`src/rtl/fetch_queue.sv`:
```
// Prefetching instruction fetch stage: DEPTH-entry queue fed by a valid/ready, in-order
// instruction memory, with branch flush. Optional perf counters under FETCH_PERF_CNT_EN.
module fetch_queue #(
  parameter int unsigned           ADDR_W   = 32,
  parameter int unsigned           DATA_W   = 32,
  parameter int unsigned           DEPTH    = 4,
  parameter int unsigned           PC_STEP  = 1,
  parameter logic [ADDR_W-1:0]     RESET_PC = '0
) (
  input  logic              clock,
  input  logic              reset_n,
  input  logic              stall_c,
  input  logic              branch_c,
  input  logic [ADDR_W-1:0] branch_pc,
  output logic              im_req_valid,
  input  logic              im_req_ready,
  output logic [ADDR_W-1:0] im_req_addr,
  input  logic              im_rsp_valid,
  input  logic [DATA_W-1:0] im_rsp_data,
  output logic              im_write_enable,
  output logic              IF_ID_valid,
  output logic [DATA_W-1:0] IF_ID_IR,
  output logic [ADDR_W-1:0] IF_ID_nextPC
`ifdef FETCH_PERF_CNT_EN
  ,
  output logic [31:0]       perf_bubble_cnt,
  output logic [31:0]       perf_flush_cnt
`endif
);

  localparam int unsigned       PTR_W   = $clog2(DEPTH);
  localparam int unsigned       CNT_W   = $clog2(DEPTH + 1);
  localparam logic [ADDR_W-1:0] STEP    = ADDR_W'(PC_STEP);
  localparam logic [CNT_W:0]    DEPTH_C = (CNT_W + 1)'(DEPTH);

  logic [ADDR_W-1:0] pc_mem   [DEPTH];
  logic [DATA_W-1:0] data_mem [DEPTH];

  logic [ADDR_W-1:0] fetch_pc_q, fetch_pc_d, fill_pc_q, fill_pc_d;
  logic [PTR_W-1:0]  wr_ptr_q, wr_ptr_d, rd_ptr_q, rd_ptr_d;
  logic [CNT_W-1:0]  count_q, count_d, inflight_q, inflight_d, drop_q, drop_d;
  logic              if_valid_q, if_valid_d;
  logic [DATA_W-1:0] if_ir_q, if_ir_d;
  logic [ADDR_W-1:0] if_npc_q, if_npc_d;

  logic [CNT_W:0]    credit_used;
  logic              accept, push, pop, queue_empty;

  assign credit_used     = {1'b0, count_q} + {1'b0, inflight_q};
  assign queue_empty     = (count_q == '0);
  assign im_req_valid    = !branch_c && (credit_used < DEPTH_C);
  assign im_req_addr     = fetch_pc_q;
  assign im_write_enable = 1'b0;
  assign accept          = im_req_valid && im_req_ready;
  // A response is kept only when it is not owed to a pre-branch request and no branch is flushing now.
  assign push            = im_rsp_valid && !branch_c && (drop_q == '0);
  assign pop             = !branch_c && !stall_c && !queue_empty;

  assign IF_ID_valid  = if_valid_q;
  assign IF_ID_IR     = if_ir_q;
  assign IF_ID_nextPC = if_npc_q;

  always_comb begin
    // NOTE: every next-state value is defaulted first so no path leaves one unassigned (no latches).
    fetch_pc_d = fetch_pc_q;
    fill_pc_d  = fill_pc_q;
    wr_ptr_d   = wr_ptr_q;
    rd_ptr_d   = rd_ptr_q;
    count_d    = count_q;
    inflight_d = inflight_q + CNT_W'(accept) - CNT_W'(im_rsp_valid);
    drop_d     = drop_q;
    if_valid_d = if_valid_q;
    if_ir_d    = if_ir_q;
    if_npc_d   = if_npc_q;

    if (accept) fetch_pc_d = fetch_pc_q + STEP;
    if (im_rsp_valid && (drop_q != '0)) drop_d = drop_q - 1'b1;
    if (push) begin
      fill_pc_d = fill_pc_q + STEP;
      wr_ptr_d  = wr_ptr_q + 1'b1;
    end
    if (pop) rd_ptr_d = rd_ptr_q + 1'b1;
    count_d = count_q + CNT_W'(push) - CNT_W'(pop);

    if (branch_c) begin
      // Every request still outstanding after this cycle belongs to the old path.
      fetch_pc_d = branch_pc;
      fill_pc_d  = branch_pc;
      wr_ptr_d   = '0;
      rd_ptr_d   = '0;
      count_d    = '0;
      drop_d     = inflight_q - CNT_W'(im_rsp_valid);
      if_valid_d = 1'b0;
      if_ir_d    = '0;
    end else if (!stall_c) begin
      if (!queue_empty) begin
        if_valid_d = 1'b1;
        if_ir_d    = data_mem[rd_ptr_q];
        if_npc_d   = pc_mem[rd_ptr_q] + STEP;
      end else begin
        if_valid_d = 1'b0;
        if_ir_d    = '0;
      end
    end
  end

  // NOTE: state uses non-blocking assignments and a synchronous reset sampled on clock.
  always_ff @(posedge clock) begin
    if (!reset_n) begin
      fetch_pc_q <= RESET_PC;
      fill_pc_q  <= RESET_PC;
      wr_ptr_q   <= '0;
      rd_ptr_q   <= '0;
      count_q    <= '0;
      inflight_q <= '0;
      drop_q     <= '0;
      if_valid_q <= 1'b0;
      if_ir_q    <= '0;
      if_npc_q   <= RESET_PC;
    end else begin
      fetch_pc_q <= fetch_pc_d;
      fill_pc_q  <= fill_pc_d;
      wr_ptr_q   <= wr_ptr_d;
      rd_ptr_q   <= rd_ptr_d;
      count_q    <= count_d;
      inflight_q <= inflight_d;
      drop_q     <= drop_d;
      if_valid_q <= if_valid_d;
      if_ir_q    <= if_ir_d;
      if_npc_q   <= if_npc_d;
    end
  end

  // NOTE: queue storage is not reset; count_q alone decides which entries are meaningful.
  always_ff @(posedge clock) begin
    if (push) begin
      pc_mem[wr_ptr_q]   <= fill_pc_q;
      data_mem[wr_ptr_q] <= im_rsp_data;
    end
  end

`ifdef FETCH_PERF_CNT_EN
  logic [31:0] bubble_cnt_q, flush_cnt_q;

  always_ff @(posedge clock) begin
    if (!reset_n) begin
      bubble_cnt_q <= '0;
      flush_cnt_q  <= '0;
    end else begin
      if (!branch_c && !stall_c && queue_empty && (bubble_cnt_q != '1))
        bubble_cnt_q <= bubble_cnt_q + 1'b1;
      if (branch_c && (flush_cnt_q != '1))
        flush_cnt_q <= flush_cnt_q + 1'b1;
    end
  end

  assign perf_bubble_cnt = bubble_cnt_q;
  assign perf_flush_cnt  = flush_cnt_q;
`endif

  rsp_needs_inflight: assert property (@(posedge clock) disable iff (!reset_n)
    !(im_rsp_valid && (inflight_q == '0)));

endmodule

```
`config.mk`:
```
export PLATFORM = sky130hd
export DESIGN_NAME = fetch_queue
export DESIGN_NICKNAME = d
export VERILOG_FILES = /design/src/rtl/fetch_queue.sv
export SDC_FILE = /design/constraint.sdc
export NUM_CORES = 1
export LEC_CHECK = 0
export BUFFER_PORTS_ARGS = -buffer_cell sky130_fd_sc_hd__buf_2
export CAP_MARGIN = 20
export CORE_AREA = 2 2 186 188
export CTS_CLUSTER_DIAMETER = 80
export DETAILED_ROUTE_END_ITERATION = 7
export DIE_AREA = 0 0 188 190
export HOLD_SLACK_MARGIN = 0.1
export PLACE_DENSITY = 0.69
export RECOVER_POWER = 100
export SLEW_MARGIN = 20
export SYNTH_ARGS = -nofsm -noshare
export SYNTH_HDL_FRONTEND = slang
export SYNTH_SLANG_ARGS = --single-unit
```
`constraint.sdc`:
```
create_clock -name clock -period 3.75 [get_ports clock]
set_input_delay 0.5625 -clock clock [delete_from_list [all_inputs] [get_ports clock]]
set_output_delay 0.5625 -clock clock [all_outputs]
set_load 0.005 [all_outputs]
```
==> results.toml, run 1 <==
[outcome]
status = "complete, but fails checks"
violations = "capacitance limit, slew limit"

[logic_synthesis]
synth_cell_types = 69
synth_top_family_by_area = "simple AND/OR/NAND/NOR gates"
netlist_instances = 1168
synthArstFlopShare_pct = 0
synthAdderAreaFrac_pct = 1.55
synth_ff_type = "edfxtp_1"
synth.ff_latch_count = 400
ys_seq_area_share_pct = 64.7
synth_compound_area_share_pct = 8.12
synth-edff-count = 256
syn_nets = 1257
synth_simple_gate_area_share_pct = 9.90
syn_avg_cell_area_um2 = 14.0
synthXorXnorAreaFrac_pct = 3.75
synthMuxAreaShare_pct = 9.36
syn_area_um2 = 16300
yosysWarningCount = 0

[layout]
drive_gt1_share_pct = 17.5
n_antenna_cell = 0
syn2layout_area_growth_pct = 14.4
final_area_um2 = 18700
final_cell_mix = "edfxtp_1, dfxtp_1, clkbuf_1, nor2_1, buf_2"
nNetsFinal = 1423
final_common_cell = "edfxtp_1"

[critical_path]
critPathMaxFanout = 16
critPathMaxStageDelay_ps = 1030
crit_arrival_ps = 3560
cp.depth = 8
reg2reg_slack_ps = 640
r2r_cells = 8
timing.rr.start = "inflight_q[2]"
crit_end = "im_req_addr[28]"
path_class = "reg -> reg"
r2r_end = "im_req_addr[28]"
cp_num_buf_inv = 1
cp-startpoint = "inflight_q[2]"
path_cells = "ha_1, nor4_1, and3_1, inv_1, nor4_1, nand4_1, mux2_1, a21oi_1"
critPathTopFamily = "simple AND/OR/NAND/NOR gates"
end_kind = "flip-flop"
startpoint_type = "flip-flop"
crit_slowest_cell = "nor4_1"
crit_required_ps = 4190
crit_top_cell = "nor4_1"

[sta]
post-route-period-util_pct = 83.0
slew_headroom_pct = -27.4
finalClockSkew_ps = 20.8
max_slew.worst_pin.slew_ps = 1910
fmax_ghz = 0.321
final-setup-viol-count = 0
drv_slew = 229
rsz0062_at_grt = "false"
finalHoldViolCount = 0
finalSetupTns_ps = 0
final.min_clock_period_ps = 3110

[routing]
vias_per_cell = 5.66
routed_wl_um = 34700
dr.pass1.iters = 5
vias = 10306
wl_per_cell_um = 19.1
drt-initial-drc-count = 664
drcViolationCount = 0
antenna_left = 0

[die]
die_area_um2 = 35700
io_pins = 169
die_y_um = 190
rows = 68
die_w_um = 188
core-area_um2 = 33900
start_util_pct = 48.1

[min_path]
hold_class = "in -> reg"

[power]
power.leakage_nw = 6.24
powerDensity_nw_per_um2 = 507
ir_drop_v = 0.000305

[clock_tree]
cts_tree = "yes"
cts_buffers = 41
post_cts_resized = 0
h-tree-depth = 2
post_cts_buffers = 0
clkLatencyLatePin_ps = 530
cts.path.max_buffers = 3
cts_root_buffer = "clkbuf_16"
clk_pin_slew_ps = 60
hold_buffers = 0
clock_sinks = 400

[placement]
placed_area_um2 = 17600
port_buffers = 167
hpwl_um = 22000
place_congestion = 0.866

[global_route]
grt_max_degree = 67
grt_pass1_vias = 10090
grt_pass1_wl_um = 55100
overflow = 0
antenna_found_initial = 0
grtUsageTotal_pct = 19.4

[flow_run]
drv_cap = 4
## worst min-delay path: cells and delay by family
kind / cells / cell delay (ps)
simple gates: 1 / 60
compound gates: 1 / 50
buf+inv: 1 / 110
## layer usage
metal / vias up / global-route usage (%) / routed length (um)
li1: 4807 / - / -
met1: 5052 / 27.3 / 15600
met2: 397 / 31.1 / 16200
met3: 50 / 3.38 / 2200
met4: 0 / 5.72 / 773
met5: - / 0 / 0
## final cells by class
cell class	instances	area, um2
Clock buffer	60	1130
Clock inverter	14	160
Fill cell	2787	15300
Inverter	23	86.3
Multi-Input combinational cell	681	5330
Sequential cell	400	10600
Tap cell	455	569
Timing Repair Buffer	187	848
## where the power goes
| part | internal [W] | switching, W |
|---|---|---|
| Sequential | 0.00485 | 0.000126 |
| Combinational | 0.000257 | 0.000382 |
| Clock | 0.00224 | 0.00161 |
## how the worst min path moves through the flow
stage | from | endpoint | cells after the start
3_5_place_dp | IF_ID_nextPC[1] | IF_ID_nextPC[1] | 2
5_1_grt | branch_pc[24] | im_req_addr[24] | 3
3_3_place_gp | IF_ID_nextPC[1] | IF_ID_nextPC[1] | 2
4_1_cts | im_rsp_data[5] | data_mem[0][5] | 1
2_1_floorplan | IF_ID_nextPC[19] | IF_ID_nextPC[19] | 2
6_report | branch_pc[24] | im_req_addr[24] | 3
## kinds of logic after synthesis
group,count (synthesis)
other,1
DFF,400
muxes,68
buffers and inverters,87
AOI/OAI and AO/OA,222
adders and majority gates,19
and+or+nand+nor,301
xor gates and xnor gates,70
## synthesized netlist by cell type, types with 17 or more instances
cell	count	area [um2]
nand2_1	56	210
inv_1	19	71.3
xor2_1	42	368
dfxtp_1	144	2880
mux4_2	52	1170
a211oi_1	18	135
clkbuf_1	44	165
a21oi_1	70	350
nor2_1	89	334
nand4_1	29	181
edfxtp_1	256	7690
a22oi_1	34	255
ha_1	17	213
and3_1	19	119
xnor2_1	28	245
nand3_1	36	180
o21ai_0	62	310
## registers in the layout, indices dropped and copies added, names as in the netlist, named ones only
signal and flops:
rd_ptr_q 2, IF_ID_valid 1, wr_ptr_q 2, data_mem 128, IF_ID_IR 32, count_q 3, pc_mem 128, inflight_q 3
IF_ID_nextPC 32, im_req_addr 32, fill_pc_q 32, drop_q 3
## per-stage QoR
stage	power (W)	std cells	util (%)	hold WS [ps]	setup slack, ps
after floorplan	0.00547	1168	-	448	365
after global placement	0.00570	1746	51.9	444	987
after detailed placement	0.00572	1746	51.9	466	986
after CTS	0.00958	1820	55.7	225	945
after global routing	0.00984	1820	55.1	281	362
final	0.00947	1820	55.1	299	636
Power figures use the tool's default switching activity.
==> run 2, diff against run 1 <==
PLACE_DENSITY = 0.71   (was 0.69)
clock period = 2.5 ns   (was 3.75 ns; I/O delays follow)
==> run 2 against run 1 <==
Effect of this change:
- the flow now finishes without violations
- critical path depth rose by 1
- combinational power grew 80%
- design area up 4.8%
- global-route usage is 0.84 points higher
==> results.toml, run 2 (synthesized netlist as in run 1, its figures left out) <==
[outcome]
status = "completed"

[power]
ir_drop_v = 0.000448
powerDensity_nw_per_um2 = 747
p_total_w = 0.0146
power.leakage_nw = 6.64

[critical_path]
reg2reg_slack_ps = 60
end_kind = "flip-flop"
crit_arrival_ps = 2900
critPathMaxFanout = 5
path_class = "reg -> reg"
startpoint_type = "flip-flop"
crit_required_ps = 2970

[routing]
dr.pass1.iters = 5
drt-initial-drc-count = 665
vias_per_cell = 5.56
wl_per_cell_um = 19.0
drcViolationCount = 0
antenna_left = 0
routed_wl_um = 36000
vias = 10539

[die]
die_y_um = 190
core-area_um2 = 33900
die_area_um2 = 35700
rows = 68
io_pins = 169
start_util_pct = 48.1
die_w_um = 188

[clock_tree]
cts.path.max_buffers = 3
cts_buffers = 42
cts_tree = "yes"
clk_pin_slew_ps = 60
cts_root_buffer = "clkbuf_16"
clock_sinks = 400
h-tree-depth = 2
clkLatencyLatePin_ps = 540

[global_route]
grt_pass1_wl_um = 56800
overflow = 0
grt_max_degree = 75
antenna_found_initial = 0
grtUsageTotal_pct = 20.3
grt_pass1_vias = 10420

[layout]
syn2layout_area_growth_pct = 19.9
fillers = 2677
nNetsFinal = 1497
reg.largest.list = "data_mem (128), pc_mem (128)"
n_antenna_cell = 0
final_cell_mix = "edfxtp_1, dfxtp_1, clkbuf_1, nor2_1, buf_2"
final_common_cell = "edfxtp_1"
drive_gt1_share_pct = 20.1

[sta]
setup_ws_ps = 64.2
final.min_clock_period_ps = 2440
slew_headroom_pct = 34.2
final-setup-viol-count = 0
drv_slew = 0
finalClockSkew_ps = 20.6
finalSetupTns_ps = 0
rsz0062_at_grt = "true"
finalHoldViolCount = 0
fmax_ghz = 0.411
max_slew.worst_pin.slew_ps = 987
post-route-period-util_pct = 97.4

[placement]
place_ws_ps = 3.52
port_buffers = 167
hpwl_um = 23300
place_congestion = 0.874

[flow_run]
drv_cap = 0

[min_path]
hold_class = "in -> reg"
run 2: cell count changes in the layout (fill, tap and decap cells not counted), moves of 3 or more:
cell,delta
nand2_1,-3
buf_2,-7
buf_4,+33
clkinv_1,+3
ha_4,+3
buf_12,+7
dlygate4sd3_1,+37
ha_1,-3
run 2: worst max-delay path, stage by stage (launching register included):
cell and delay [ps]:
dfxtp_4 360, ha_4 240, nor4_4 280, and3_4 240
inv_4 40, buf_4 140, nor4_4 420, nand4_1 160
mux2_1 330, a21oi_1 140
run 2: final timing paths:
path,from,endpoint,cells after the start
max reg2reg,inflight_q[2],im_req_addr[28],9
min,branch_pc[9],fill_pc_q[9],3
max,inflight_q[2],im_req_addr[28],9
min reg2reg,IF_ID_nextPC[21],IF_ID_nextPC[21],2
run 2: cell type report:
cell class	count	area [um2]	share of cell area, %
inverter	23	91.3	0.466
clock buffer	57	1160	5.91
clock inverter	19	180	0.919
timing repair buffer	260	1580	8.07
multi-input combinational	681	5430	27.7
sequential	400	10600	54.0
tap	455	569	2.90
run 2: repair_timing:
action,in CTS,in global routing
setup endpoints to repair,1,5
gates cloned,0,0
pin swaps,0,8
hold buffers,37,0
endpoints found under the hold margin,133,0
resized for setup,1,15
buffers inserted,0,4
run 2: stage by stage:
| step | instances | utilization [%] | area (um2) | hold WS [ps] |
|---|---|---|---|---|
| 2_1_floorplan | 1168 | - | 16400 | 448 |
| 3_3_place_gp | 1778 | 52.9 | 18000 | 443 |
| 3_5_place_dp | 1778 | 52.9 | 18000 | 459 |
| 4_1_cts | 1891 | 57.9 | 19700 | 101 |
| 5_1_grt | 1895 | 57.7 | 19600 | 127 |
| 6_report | 1895 | 57.7 | 19600 | 129 |
run 2: where the power goes:
group / internal (W) / switching, W / total [W]
registers: 0.00727 / 0.000188 / 0.00746
clock network: 0.00357 / 0.00247 / 0.00604
logic: 0.000518 / 0.000627 / 0.00115
run 2: routing by layer:
metal,wire [um],GRT usage (%),up-vias
li1,-,-,4955
met1,15800,27.8,5199
met2,17500,33.8,336
met3,1930,3.01,49
met4,722,5.60,0
met5,0,0,-
==> run 3, diff against run 2 <==
ABC_AREA = 1   (was unset)
CORE_AREA = 3 3 197 199   (was 2 2 186 188)
DIE_AREA = 0 0 200 202   (was 0 0 188 190)
==> run 3 against run 2 <==
Effect of this change:
- power up 0.74%
- area after synthesis up 12%
- synthesized cell count up 79%
- sequential cell count unchanged
- wire length up 30%
- combinational power up 5%
- core utilization down 1.0 points
- critical endpoint is now inflight_q[2]
- largest cell class unchanged
==> results.toml, run 3 <==
[routing]
drt-initial-drc-count = 853
dr.pass1.iters = 5
vias_per_cell = 5.22
antenna_left = 0
routed_wl_um = 46900
vias = 14816
drcViolationCount = 0
wl_per_cell_um = 16.5

[clock_tree]
h-tree-depth = 2
clkLatencyLatePin_ps = 550
cts_tree = "yes"
cts.path.max_buffers = 3
clk_pin_slew_ps = 60
cts_buffers = 43
cts_root_buffer = "clkbuf_16"
clock_sinks = 400

[die]
core-area_um2 = 37400
rows = 71
die_area_um2 = 40400
die_w_um = 200
die_y_um = 202
io_pins = 169
start_util_pct = 48.8

[flow_run]
drv_cap = 0

[power]
clkPwrFrac_pct = 41.0
swShare_pct = 23.7
seqPwrFrac_pct = 50.8
p_int_w = 0.0113
ir_drop_v = 0.000563
comb_power_share_pct = 8.2
powerDensity_nw_per_um2 = 695
p_sw_w = 0.00350
power.leakage_nw = 8.25

[layout]
final_cell_mix = "nand2_1, nor2_1, edfxtp_1, inv_1, dfxtp_1"
drive_gt1_share_pct = 9.20
syn2layout_area_growth_pct = 16.4
reg.largest.list = "data_mem (128), pc_mem (128)"
nNetsFinal = 2380
stdcell_count = 2837
n_antenna_cell = 0
final_common_cell = "nand2_1"
fillers = 3381

[global_route]
grtUsageTotal_pct = 23.0
grt_max_degree = 65
antenna_found_initial = 0
grt_pass1_vias = 14363
grt_pass1_wl_um = 74200
overflow = 0

[placement]
place_ws_ps = 33.6
place_congestion = 0.903
hpwl_um = 31300
port_buffers = 167
placedCellCount = 2724

[logic_synthesis]
ys_seq_area_share_pct = 58.0
synthArstFlopShare_pct = 0
syn_nets = 2181
yosys-top-cells-area = "edfxtp_1, dfxtp_1, nand2_1"
synth_cell_types = 42
yosysWarningCount = 0
netlist_instances = 2092
syn_avg_cell_area_um2 = 8.72
yosys.area.top_type_share_pct = 42.2
synth.ff_latch_count = 400
yosysMostFrequentCell = "nand2_1"
synth_common_cells = "nand2_1, nor2_1, edfxtp_1"
synth_top_area_cell = "edfxtp_1"
synth_ff_type = "edfxtp_1"
syn_area_um2 = 18200
synth-edff-count = 256

[sta]
setup_ws_ps = 117
final.min_clock_period_ps = 2380
slew_headroom_pct = 42.1
finalHoldViolCount = 0
rsz0062_at_grt = "false"
fmax_ghz = 0.420
final-setup-viol-count = 0
max_slew.worst_pin.slew_ps = 869
post-route-period-util_pct = 95.3
finalClockSkew_ps = 19.2
drv_slew = 0

[min_path]
min_from = "branch_pc[30]"
worstHoldPathCells = 3
worstHoldEndpoint = "im_req_addr[30]"
hold_class = "in -> reg"

[critical_path]
critPathMaxFanout = 3
reg2reg_slack_ps = 120
timing.rr.start = "count_q[2]"
crit_arrival_ps = 2850
crit_required_ps = 2970
r2r_end = "inflight_q[2]"
end_kind = "flip-flop"
r2r_cells = 11
path_class = "reg -> reg"
startpoint_type = "flip-flop"

[outcome]
status = "completed"
run 3: cell count changes after synthesis, sizes merged, moves of 18 or more:
cell	previous run	this run
buf	17	46
and3	21	0
xnor2	28	7
inv	21	173
nor2	91	271
a211oi	18	0
nand3	39	108
nand2	57	636
a22oi	34	0
o21ai	65	134
o22ai	0	33
mux4	64	0
nand4	33	11
run 3: how the worst max path moves through the flow:
stage                             start          endpoint  slack, ps  cells after the start
after floorplan               drop_q[0]    data_mem[0][0]       -690                      7
after global placement    inflight_q[2]     inflight_q[2]        110                     11
after detailed placement  inflight_q[2]     inflight_q[2]         30                     11
after CTS                 inflight_q[2]     inflight_q[2]          4                     11
after global routing          flip-flop  IF_ID_nextPC[28]          5                     14
final                        count_q[2]     inflight_q[2]        120                     11
run 3: layer usage:
layer / wire length [um] / global-route usage, % / vias up
met1: 20700 / 32.1 / 6961
met2: 22200 / 37.4 / 478
met4: 1110 / 7.58 / 0
li1: - / - / 7310
met3: 2870 / 3.12 / 67
met5: 0 / 0 / -
run 3: kinds of logic after synthesis:
group                      after synthesis  synth area share, %
buffers and inverters                  266                 6.18
xor gates and xnor gates                46                 2.21
and+or+nand+nor                       1063                 23.4
adders and majority gates               19                 1.39
AOI/OAI and AO/OA                      297                 8.84
DFF                                    400                 58.0
other                                    1               0.0206
run 3: timing repair:
item,in CTS,in global routing
hold buffers,32,0
setup endpoints to repair,0,10
setup buffers,0,1
endpoints found under the hold margin,128,0
gates resized for setup,0,7
run 3: cell type report:
type                    instances  area (um2)  share of cell area, %
inverters                     176         666                   3.14
flip-flops and latches        400       10600                   49.8
clock inverters                16         123                  0.578
clock buffers                  64        1240                   5.85
repair buffers                244        1400                   6.60
multi-input cells            1426        6570                   31.0
well taps                     511         639                   3.01
run 3: power groups by stage:
stage / Sequential [W] / Combinational, W / Clock (W)
3_3_place_gp: 0.00761 / 0.00115 / 0
4_1_cts: 0.00749 / 0.00123 / 0.00618
5_1_grt: 0.00752 / 0.00136 / 0.00647
3_5_place_dp: 0.00762 / 0.00118 / 0
6_report: 0.00749 / 0.00121 / 0.00605
2_1_floorplan: 0.00756 / 0.000743 / 0
run 3: worst max-delay path, cell delays in order (launching register included):
cell and delay (ps):
dfxtp_1 330, ha_1 290, nor2_1 90, nand2_1 70, a31oi_2 160, nand2_1 100
ha_1 280, inv_1 40, ha_1 190, fa_2 330, or2_2 300, a21oi_1 130
run 3: per-stage QoR:
step | total power [W] | hold WS [ps] | area, um2 | util [%] | setup TNS (ps)
2_1_floorplan | 0.00831 | 436 | 18200 | - | -176920
5_1_grt | 0.0154 | 153 | 21200 | 56.7 | 0
6_report | 0.0148 | 157 | 21200 | 56.7 | 0
3_5_place_dp | 0.00881 | 453 | 19700 | 52.7 | 0
4_1_cts | 0.0149 | 136 | 21400 | 57.2 | 0
3_3_place_gp | 0.00876 | 438 | 19700 | 52.7 | 0
